<file path="src/rtl/mul_div_unit.sv">
// mul_div_unit: iterative MIPS multiply/divide unit owning HI/LO, with
// shift-add multiply and restoring divide retiring one bit per cycle.
module mul_div_unit #(
  parameter int WIDTH = 32,
  localparam int CNT_W = $clog2(WIDTH + 1)
) (
  input  logic             clk,
  input  logic             rst_n,
  input  logic             start,
  input  logic [2:0]       op,
  input  logic [WIDTH-1:0] a,
  input  logic [WIDTH-1:0] b,
  output logic             busy,
  output logic             done,
  output logic             div_by_zero,
  output logic [WIDTH-1:0] hi,
  output logic [WIDTH-1:0] lo
);
  typedef enum logic [1:0] {IDLE, RUN, FINISH} state_t;
  state_t state, nxt_state;
  logic [CNT_W-1:0] cnt;
  logic [WIDTH-1:0] acc, mq, opd, a_raw, am, bm, nxt_acc, nxt_mq, dif, q_fix, r_fix;
  logic [WIDTH:0] sum, sh;
  logic [2*WIDTH-1:0] pn;
  logic is_div, neg_p, neg_r, bz, sa, sb, ge, go;
  always_ff @(posedge clk or negedge rst_n) begin
    if (!rst_n) state <= IDLE;
    else state <= nxt_state;
  end
  always_comb begin
    nxt_state = state == IDLE ? ((start && !op[2]) ? RUN : IDLE)
              : state == RUN ? ((cnt == CNT_W'(WIDTH - 1)) ? FINISH : RUN)
              : IDLE;
  end
  always_comb begin
    busy = state != IDLE;
  end
  // acc/mq hold {hi,lo} of the product while multiplying, and remainder/quotient while dividing
  always_comb begin
    go = state == IDLE && start;
    sa = op[0] & a[WIDTH-1];
    sb = op[0] & b[WIDTH-1];
    am = sa ? -a : a;
    bm = sb ? -b : b;
    sum = {1'b0, acc} + (mq[0] ? {1'b0, opd} : '0);
    sh = {acc, mq[WIDTH-1]};
    ge = sh >= {1'b0, opd};
    dif = sh[WIDTH-1:0] - opd;
    nxt_acc = is_div ? (ge ? dif : sh[WIDTH-1:0]) : sum[WIDTH:1];
    nxt_mq = is_div ? {mq[WIDTH-2:0], ge} : {sum[0], mq[WIDTH-1:1]};
    pn = neg_p ? -{acc, mq} : {acc, mq};
    q_fix = neg_p ? -mq : mq;
    r_fix = neg_r ? -acc : acc;
  end
  always_ff @(posedge clk or negedge rst_n) begin
    if (!rst_n) begin
      done <= 1'b0;
      div_by_zero <= 1'b0;
      hi <= '0;
      lo <= '0;
      cnt <= '0;
      acc <= '0;
      mq <= '0;
      opd <= '0;
      a_raw <= '0;
      is_div <= 1'b0;
      neg_p <= 1'b0;
      neg_r <= 1'b0;
      bz <= 1'b0;
    end else begin
      done <= 1'b0;
      div_by_zero <= 1'b0;
      if (go && op == 3'b100) begin
        hi <= a;
        done <= 1'b1;
      end
      if (go && op == 3'b101) begin
        lo <= a;
        done <= 1'b1;
      end
      if (go && !op[2]) begin
        is_div <= op[1];
        neg_p <= sa ^ sb;
        neg_r <= sa;
        acc <= '0;
        mq <= op[1] ? am : bm;
        opd <= op[1] ? bm : am;
        a_raw <= a;
        bz <= b == '0;
        cnt <= '0;
      end
      if (state == RUN) begin
        acc <= nxt_acc;
        mq <= nxt_mq;
        cnt <= cnt + CNT_W'(1);
      end
      if (state == FINISH) begin
        done <= 1'b1;
        div_by_zero <= is_div && bz;
        hi <= is_div ? (bz ? a_raw : r_fix) : pn[2*WIDTH-1:WIDTH];
        lo <= is_div ? (bz ? '1 : q_fix) : pn[WIDTH-1:0];
      end
    end
  end
endmodule

</file>
<file path="config.mk">
export PLATFORM = sky130hd
export DESIGN_NAME = mul_div_unit
export DESIGN_NICKNAME = d
export VERILOG_FILES = /design/src/rtl/mul_div_unit.sv
export SDC_FILE = /design/constraint.sdc
export NUM_CORES = 1
export LEC_CHECK = 0
export ABC_AREA = 1
export CAP_MARGIN = 10
export CORE_ASPECT_RATIO = 1.4
export CORE_MARGIN = 3
export CORE_UTILIZATION = 50
export CTS_CLUSTER_DIAMETER = 80
export DETAILED_ROUTE_END_ITERATION = 10
export GPL_ROUTABILITY_DRIVEN = 0
export GPL_TIMING_DRIVEN = 0
export HOLD_SLACK_MARGIN = 0.03
export PLACE_DENSITY_LB_ADDON = 0.15
export SETUP_SLACK_MARGIN = 0.02
export SLEW_MARGIN = 20
export SYNTH_ARGS = -nofsm -noshare
export SYNTH_HDL_FRONTEND = slang
export SYNTH_SLANG_ARGS = --single-unit
</file>
<file path="constraint.sdc">
create_clock -name clk -period 2.76 [get_ports clk]
set_clock_uncertainty 0.1 [all_clocks]
set_input_delay 0.552 -clock clk [delete_from_list [all_inputs] [get_ports clk]]
set_output_delay 0.552 -clock clk [all_outputs]
set_load 0.03 [all_outputs]
</file>
==> results.toml, run 1 <==
[outcome]
run_status = "did not finish"
failed_stage = "global routing (5_1_grt)"
flow.first_error = "[ERROR GRT-0232] Routing congestion too high. Check the congestion heatmap in the GUI."

[clock_network]
clock-root-buffer = "sky130_fd_sc_hd__clkbuf_16"
cts-buffers-inserted = 25
clock-sinks = 206
clock_tree.buffer_depth = 3
cts_max_level = 1

[synth]
yosys.area.top_type = "sky130_fd_sc_hd__dfrtp_1"
yosys_most_used_dff = "sky130_fd_sc_hd__dfrtp_1"
ys_top_cells_by_count = "1123 x sky130_fd_sc_hd__nand2_1, 479 x sky130_fd_sc_hd__inv_1, 356 x sky130_fd_sc_hd__nor2_1, 352 x sky130_fd_sc_hd__nand3_1, 214 x sky130_fd_sc_hd__o21ai_0"
ys_types = 53
post_synth_edffs = 0
yosys_warnings = 0
cell_with_the_most_instances_after_synthesis = "sky130_fd_sc_hd__nand2_1"
synthTopCellsByArea = "sky130_fd_sc_hd__dfrtp_1 25%, sky130_fd_sc_hd__nand2_1 20%, sky130_fd_sc_hd__inv_1 8.6%"
syn-mean-instance-area_um2 = 5.868
synth_sequential_area_ratio = 0.2471
yosysTopAreaCellShare = 0.2471
syn_area_um2 = 20860
async_reset_ff_frac = 1.000
synth.net_count = 3696
syn_inst = 3555
ys_ff_latch = 206

[die]
num_rows = 87
io-pin-count = 137
initial_utilization = 0.5124
die_h_um = 247.7
fp.dieW_um = 178.6

[global_route]
maximum_number_of_pins_on_one_net_before_global_route_repair = 94
grtUsageTotal = 0.4926
grt_remaining_overflow = 6

[placement]
placed_cell_area_um2 = 22940
worst_slack_at_placement_ns = -0.6576
place.port_buffers = 135
post-dp-hpwl_um = 83810
dp_cells = 4226

[timing]
worst_endpoint_kind = "register data pin"
grt-worst-endpoint = "acc[14]$_DFFE_PN0P_/D"
## routing by layer
metal  GRT usage  GRT overflow
met1      0.5198             0
met2      0.7414             2
met3      0.1674             0
met4      0.5044             4
met5    0.005631             0
## what timing repair did
action | CTS
resized for setup | 67
endpoints found under the hold margin | 24
endpoints found under the setup margin | 61
pin swaps | 3
hold buffers | 1
setup buffers | 5
## per-stage QoR
step,utilization,hold WS (ns),setup TNS [ns]
after floorplan,-,0.1564,0
after global placement,0.5621,0.3465,-1720.51
after detailed placement,0.5635,0.3217,-28.87
after CTS,0.5908,0.3307,0
## cells by family after synthesis
group,synth area share
and+or+nand+nor,0.4084
AOI/OAI and AO/OA,0.1578
DFF,0.2471
buffers and inverters,0.1187
adders and majority gates,0.04330
xor gates and xnor gates,0.02477
==> inputs of run 2 (changes only) <==
--- a/config.mk
+++ b/config.mk
@@ -7,16 +7,12 @@
 export LEC_CHECK = 0
 export ABC_AREA = 1
 export CAP_MARGIN = 10
-export CORE_ASPECT_RATIO = 1.4
 export CORE_MARGIN = 3
-export CORE_UTILIZATION = 50
-export CTS_CLUSTER_DIAMETER = 80
+export CORE_UTILIZATION = 35
 export DETAILED_ROUTE_END_ITERATION = 10
 export GPL_ROUTABILITY_DRIVEN = 0
 export GPL_TIMING_DRIVEN = 0
-export HOLD_SLACK_MARGIN = 0.03
 export PLACE_DENSITY_LB_ADDON = 0.15
-export SETUP_SLACK_MARGIN = 0.02
 export SLEW_MARGIN = 20
 export SYNTH_ARGS = -nofsm -noshare
 export SYNTH_HDL_FRONTEND = slang
==> results.toml, run 2 <==
[critical_path]
timing.critical_path.slowest_cell_delay_ns = 0.46
timing.critical_path.cells = "inv_1 -> ha_4 -> nand2_1 -> inv_2 -> nand4_1 -> nor2_1 -> nand2_1 -> nand2_2 -> nor2_4 -> nand2_8 -> buf_6 -> nand4_1 -> nand3_1 -> o21ai_1"
timing.setup.critical_path_class = "flop to flop"
worstSetupStartpointType = "flop"
path_depth = 14
crit_buf_inv = 3
cp_data_arrival_time_ns = 3.13
endpoint_kind = "flop"
r2r.worst_path.cells = 14
timing.critical_path.required_ns = 3.09
critical_path_peak_fanout = 10
cpLargestDelayFamily = "simple AND/OR/NAND/NOR gates"
critical_path_s_slowest_cell = "sky130_fd_sc_hd__dfrtp_2"

[final_layout]
nets = 3890
fraction_of_layout_cells_with_a_size_suffix_above_1 = 0.1136
final_cell_mix = "1089 x sky130_fd_sc_hd__nand2_1, 458 x sky130_fd_sc_hd__inv_1, 340 x sky130_fd_sc_hd__nand3_1, 332 x sky130_fd_sc_hd__nor2_1, 209 x sky130_fd_sc_hd__o21ai_0"
fill_cells = 6394
layout_commonest_cell = "sky130_fd_sc_hd__nand2_1"
insertedDiodeCount = 0
areaGrowthSynthToFinish_pct = 21.36

[synth]
post_synth_mux_area_share = 0
synth_sequential_area_ratio = 0.2471
synth.net_count = 3696
yosysTopAreaCellShare = 0.2471
synthTopCellsByArea = "sky130_fd_sc_hd__dfrtp_1 25%, sky130_fd_sc_hd__nand2_1 20%, sky130_fd_sc_hd__inv_1 8.6%"
syn-mean-instance-area_um2 = 5.868
yosys.area.top_type = "sky130_fd_sc_hd__dfrtp_1"
synth_top_family_by_area = "simple AND/OR/NAND/NOR gates"
synth_compound_area_frac = 0.1578
cell_with_the_most_instances_after_synthesis = "sky130_fd_sc_hd__nand2_1"
ys_types = 53
syn_inst = 3555
post_synth_fa_ha_maj_area_fraction = 0.04330
synth_xor_area_frac = 0.02477
synth_simple_gate_area_frac = 0.4084
yosys_warnings = 0
ys_ff_latch = 206
async_reset_ff_frac = 1.000
yosys_most_used_dff = "sky130_fd_sc_hd__dfrtp_1"
post_synth_edffs = 0
ys_top_cells_by_count = "1123 x sky130_fd_sc_hd__nand2_1, 479 x sky130_fd_sc_hd__inv_1, 356 x sky130_fd_sc_hd__nor2_1, 352 x sky130_fd_sc_hd__nand3_1, 214 x sky130_fd_sc_hd__o21ai_0"
syn_area_um2 = 20860

[die]
fp.dieW_um = 250.1
io-pin-count = 137
die_h_um = 250.1
dieArea_um2 = 62570
initial_utilization = 0.3575
placeableCoreArea_um2 = 58360
num_rows = 88

[route]
detail_route.vias_per_cell = 5.717
drc = 0
1st_pass_router_iterations = 8
route.met2.wl_um = 43980
met1_length_um = 45210
detail-route-antenna-nets = 0
route.detailed.wl_per_inst_um = 24.25
top_layer = "met4"
route.final.wire_length_um = 110000
drtIter0Drc = 3754
met3_wl_um = 13580
num_vias = 25920

[timing]
final_hold_violation_count = 0
tightestPinTransition_ns = 1.174
setup-tns-final_ns = -0.05017
timing.final.crit_period_ns = 2.797
finalSetupViolations = 2
layout_setup_ws_ns = -0.03683
final_worst_path_period_share = 1.013
fmax_mhz = 357.5
drv_slew = 0
unrepaired_setup_endpoints_after_global_routing = "yes"
max_slew_margin_vs_limit = 0.2175

[clock_network]
clk_slew_on_worst_s_h_paths_ns = 0.06
insertion_delay_ns = 0.60
clock_tree.buffer_depth = 3
cts-buffers-inserted = 27
clock-root-buffer = "sky130_fd_sc_hd__clkbuf_16"
tritoncts_clock_tree = "done"
cts_max_level = 1
clock-sinks = 206

[global_route]
antenna_violations_before_repair = 4
grt_remaining_overflow = 0
grtUsageTotal = 0.3359
grt_pass1_wl_um = 157100
maximum_number_of_pins_on_one_net_before_global_route_repair = 93
grt_pass1_vias = 23540

[power_and_ir_drop]
worst_ir_drop_on_vdd_v = 0.0005918
power.leakage_nw = 12.15
power_density_nw_per_um2 = 1443
p_total_w = 0.03653

[outcome]
run_status = "finished with violations"
failing_checks = "setup timing"

[hold_path]
min_path_type = "input pin to asynchronous set/reset pin"

[placement]
post-dp-hpwl_um = 89580
place.port_buffers = 135

[run]
drv_cap = 0
run 2: cell counts after synthesis:
No cell type changed its count.
run 2: worst paths after layout:
| path | from | end | slack [ns] |
|---|---|---|---|
| min in group clk | cnt[5]$_DFFE_PN0P_ | state[1]$_DFF_PN0_ | 0.35 |
| setup / recovery | opd[28]$_DFFE_PN0P_ | acc[6]$_DFFE_PN0P_ | -0.04 |
| hold reg to reg | cnt[5]$_DFFE_PN0P_ | state[1]$_DFF_PN0_ | 0.35 |
| setup reg to reg | opd[28]$_DFFE_PN0P_ | acc[6]$_DFFE_PN0P_ | -0.04 |
| max in group asynchronous | rst_n | hi[30]$_DFFE_PN0P_ | 1.38 |
| hold / removal | rst_n | opd[16]$_DFFE_PN0P_ | 0.33 |
run 2: stage by stage:
step	hold slack, ns	setup WS [ns]	std cells	utilization	cell area [um^2]
2_1_floorplan	0.1564	0.2787	3555	-	20860
3_3_place_gp	0.3266	-8.515	4455	0.3971	23170
4_1_cts	0.3378	0.001329	4509	0.4185	24420
5_1_grt	0.3776	-0.03996	4534	0.4339	25320
6_report	0.3313	-0.03683	4534	0.4339	25320
3_5_place_dp	0.3261	-0.9486	4457	0.3981	23230
run 2: report_power, final:
group / switching, W / internal (W)
clock: 0.00161 / 0.00221
sequential: 0.00196 / 0.00461
combinational: 0.0174 / 0.00877
total: 0.0209 / 0.0156
run 2: layout make-up:
cell class	instances	area, um^2	area share
flip-flops and latches	206	5195	0.2052
multi-input cells	2716	14070	0.5556
well taps	765	957.2	0.03781
clock inverters	11	136.4	0.005387
inverters	497	1883	0.07438
plain buffers	136	659.4	0.02604
clock buffers	38	797.0	0.03148
repair buffers	165	1623	0.06410
run 2: worst register-to-register path: stages, from the launching register on:
cell	delay [ns]
sky130_fd_sc_hd__dfrtp_2	0.46
sky130_fd_sc_hd__inv_1	0.10
sky130_fd_sc_hd__ha_4	0.31
sky130_fd_sc_hd__nand2_1	0.11
sky130_fd_sc_hd__inv_2	0.13
sky130_fd_sc_hd__nand4_1	0.23
sky130_fd_sc_hd__nor2_1	0.19
sky130_fd_sc_hd__nand2_1	0.09
sky130_fd_sc_hd__nand2_2	0.08
sky130_fd_sc_hd__nor2_4	0.07
sky130_fd_sc_hd__nand2_8	0.14
sky130_fd_sc_hd__buf_6	0.19
sky130_fd_sc_hd__nand4_1	0.20
sky130_fd_sc_hd__nand3_1	0.16
sky130_fd_sc_hd__o21ai_1	0.07
run 2: layer usage:
metal  track usage  vias to the layer above
met5             0                        -
met4        0.1683                        0
met3       0.08504                      342
met2        0.4811                     1663
met1        0.4660                    12060
li1              -                    11860
run 2: what timing repair did:
action | in CTS | in global routing
buffers inserted | 2 | 24
setup endpoints to repair | 66 | 54
hold endpoints to repair | 35 | 0
pin swaps | 7 | 21
cloned | 0 | 1
hold buffers | 1 | 0
gates resized for setup | 67 | 197
run 2: cells by family (layout without fill, tap and decap cells):
logic type | after synthesis | count (layout)
XOR/XNOR | 59 | 59
buffers and inverters | 633 | 847
adder cells (fa/ha/maj) | 71 | 71
AND/OR/NAND/NOR | 2003 | 2003
AO/OA/AOI/OAI | 583 | 583
flip-flops | 206 | 206
(Power assumes the default switching activity.)
==> inputs of run 3 (changes only) <==
--- a/config.mk
+++ b/config.mk
@@ -7,8 +7,12 @@
 export LEC_CHECK = 0
 export ABC_AREA = 1
 export CAP_MARGIN = 10
+export CELL_PAD_IN_SITES_DETAIL_PLACEMENT = 1
+export CELL_PAD_IN_SITES_GLOBAL_PLACEMENT = 1
+export CORE_ASPECT_RATIO = 1.4
 export CORE_MARGIN = 3
 export CORE_UTILIZATION = 35
+export CTS_CLUSTER_SIZE = 20
 export DETAILED_ROUTE_END_ITERATION = 10
 export GPL_ROUTABILITY_DRIVEN = 0
 export GPL_TIMING_DRIVEN = 0
==> results.toml, run 3 (synthesized netlist as in run 2, its figures left out) <==
[timing]
final_worst_path_period_share = 1.022
finalSetupViolations = 3
final_hold_violation_count = 0
timing.final.crit_period_ns = 2.820
fmax_mhz = 354.6
max_slew_margin_vs_limit = 0.2031
layout_setup_ws_ns = -0.06008
setup-tns-final_ns = -0.1281
drv_slew = 0
unrepaired_setup_endpoints_after_global_routing = "yes"
tightestPinTransition_ns = 1.195

[die]
dieArea_um2 = 62610
io-pin-count = 137
die_h_um = 294.9
num_rows = 105
fp.dieW_um = 212.3
placeableCoreArea_um2 = 58860
initial_utilization = 0.3545

[hold_path]
worstHoldEndpoint = "a_raw[0]$_DFFE_PN0P_"
min_path_type = "input pin to flop"
min_from = "a[0]"
hold_depth = 3

[critical_path]
reg2reg_from = "opd[31]$_DFFE_PN0P_"
timing.critical_path.required_ns = 3.10
endpoint_kind = "flop"
critical_path_peak_fanout = 10
cp_data_arrival_time_ns = 3.16
r2r_setup_slack_ns = -0.06
worstSetupStartpointType = "flop"
regToRegEndpoint = "acc[8]$_DFFE_PN0P_"
timing.setup.critical_path_class = "flop to flop"
r2r.worst_path.cells = 12

[outcome]
run_status = "finished with violations"
failing_checks = "setup timing"

[final_layout]
design_area_um2 = 25750
fraction_of_layout_cells_with_a_size_suffix_above_1 = 0.1253
final_cell_mix = "1093 x sky130_fd_sc_hd__nand2_1, 464 x sky130_fd_sc_hd__inv_1, 337 x sky130_fd_sc_hd__nand3_1, 329 x sky130_fd_sc_hd__nor2_1, 210 x sky130_fd_sc_hd__o21ai_0"
layout_commonest_cell = "sky130_fd_sc_hd__nand2_1"
nets = 3915
areaGrowthSynthToFinish_pct = 23.42

[clock_network]
clock-sinks = 206
tritoncts_clock_tree = "done"
cts-buffers-inserted = 25
clock_tree.buffer_depth = 3
clk_slew_on_worst_s_h_paths_ns = 0.06
insertion_delay_ns = 0.58
cts_max_level = 1
clock-root-buffer = "sky130_fd_sc_hd__clkbuf_16"

[run]
drv_cap = 0

[global_route]
grtUsageTotal = 0.3993
antenna_violations_before_repair = 5
grt_remaining_overflow = 0
maximum_number_of_pins_on_one_net_before_global_route_repair = 92
grt_pass1_vias = 26980
grt_pass1_wl_um = 181300

[power_and_ir_drop]
share_comb_of_total_power = 0.735
cellInternalPower_w = 0.01624
power.clock.fraction = 0.096
power_density_nw_per_um2 = 1522
power.leakage_nw = 12.39
power.share.sequential = 0.170
worst_ir_drop_on_vdd_v = 0.0006735
power.switching_fraction = 0.5854
switchingPower_w = 0.02294

[route]
detail_route.vias_per_cell = 5.803
drtIter0Drc = 2018
drc = 0
detail-route-antenna-nets = 0
route.detailed.wl_per_inst_um = 27.98
1st_pass_router_iterations = 5
route.final.wire_length_um = 127200
num_vias = 26370

[placement]
place.port_buffers = 135
placed_cell_area_um2 = 23210
post-dp-hpwl_um = 103100
==> run 3: cell types whose count changed in the layout (fill, tap and decap cells not counted), sizes merged <==
| cell | delta |
|---|---|
| clkdlybuf4s50 | -9 |
| diode | +4 |
| clkbuf | +1 |
| dlygate4sd2 | -1 |
| inv | -3 |
| dlymetal6s2s | +9 |
| bufinv | +2 |
| buf | +25 |
| clkdlybuf4s15 | -1 |
==> run 3: timing repair <==
item	in CTS	in global routing
buffers inserted	37	17
setup endpoints to repair	85	70
pin swaps	8	19
endpoints found under the hold margin	51	0
gates resized for setup	142	169
hold buffers	1	0
==> run 3: worst max path at each step <==
stage / end / cells past startpoint / slack, ns / start
after floorplan: acc[31]$_DFFE_PN0P_ / 18 / 0.28 / mq[0]$_DFFE_PN0P_
after global placement: a_raw[29]$_DFFE_PN0P_ / 1 / -8.77 / rst_n
after detailed placement: opd[19]$_DFFE_PN0P_ / 9 / -1.02 / a[0]
after CTS: acc[30]$_DFFE_PN0P_ / 15 / 0.002 / opd[15]$_DFFE_PN0P_
after global routing: acc[28]$_DFFE_PN0P_ / 17 / -0.1 / mq[0]$_DFFE_PN0P_
final: acc[8]$_DFFE_PN0P_ / 12 / -0.06 / opd[31]$_DFFE_PN0P_
==> run 3: critical path, cell delays in order (launching register included) <==
cell	delay (ns)
sky130_fd_sc_hd__dfrtp_2	0.47
sky130_fd_sc_hd__inv_1	0.11
sky130_fd_sc_hd__ha_4	0.36
sky130_fd_sc_hd__nand2_2	0.11
sky130_fd_sc_hd__nor2_4	0.12
sky130_fd_sc_hd__nand2_2	0.08
sky130_fd_sc_hd__nor3_4	0.27
sky130_fd_sc_hd__nand2_8	0.13
sky130_fd_sc_hd__nand2_8	0.13
sky130_fd_sc_hd__buf_8	0.16
sky130_fd_sc_hd__nand4_1	0.37
sky130_fd_sc_hd__nand3_1	0.19
sky130_fd_sc_hd__o21ai_1	0.08
==> run 3: layer usage <==
metal / up-vias / track usage / routed length, um
li1: 11900 / - / -
met1: 12640 / 0.4296 / 44570
met2: 1294 / 0.6380 / 56380
met3: 538 / 0.06133 / 8863
met4: 0 / 0.4322 / 17380
met5: - / 0 / 0
==> run 3: power groups by stage <==
stage | registers (W) | clock network, W | logic [W]
detailed placement | 0.00687 | 0 | 0.0243
finish | 0.00666 | 0.00374 | 0.0288
global route | 0.00668 | 0.00386 | 0.0310
floorplan | 0.00654 | 0 | 0.0147
global placement | 0.00688 | 0 | 0.0239
CTS | 0.00657 | 0.00376 | 0.0265
==> run 3: layout make-up <==
type | instances | area, um^2
Inverter | 497 | 1873
Tap cell | 749 | 937.1
Antenna cell | 4 | 10.01
Sequential cell | 206 | 5215
Timing Repair Buffer | 192 | 1859
Fill cell | 8029 | 33110
Buffer | 136 | 653.1
Clock inverter | 10 | 158.9
Clock buffer | 35 | 733.2
Multi-Input combinational cell | 2716 | 14310
==> run 3: stage by stage <==
stage,utilization,hold slack (ns),cells,worst slack (ns),total power [W]
after global placement,0.3933,0.3520,4439,-8.774,0.03076
after floorplan,-,0.1564,3555,0.2787,0.02126
after detailed placement,0.3944,0.3496,4441,-1.022,0.03119
after CTS,0.4245,0.3662,4524,0.001506,0.03682
final,0.4375,0.3579,4545,-0.06008,0.03918
after global routing,0.4373,0.3843,4541,-0.09649,0.04150
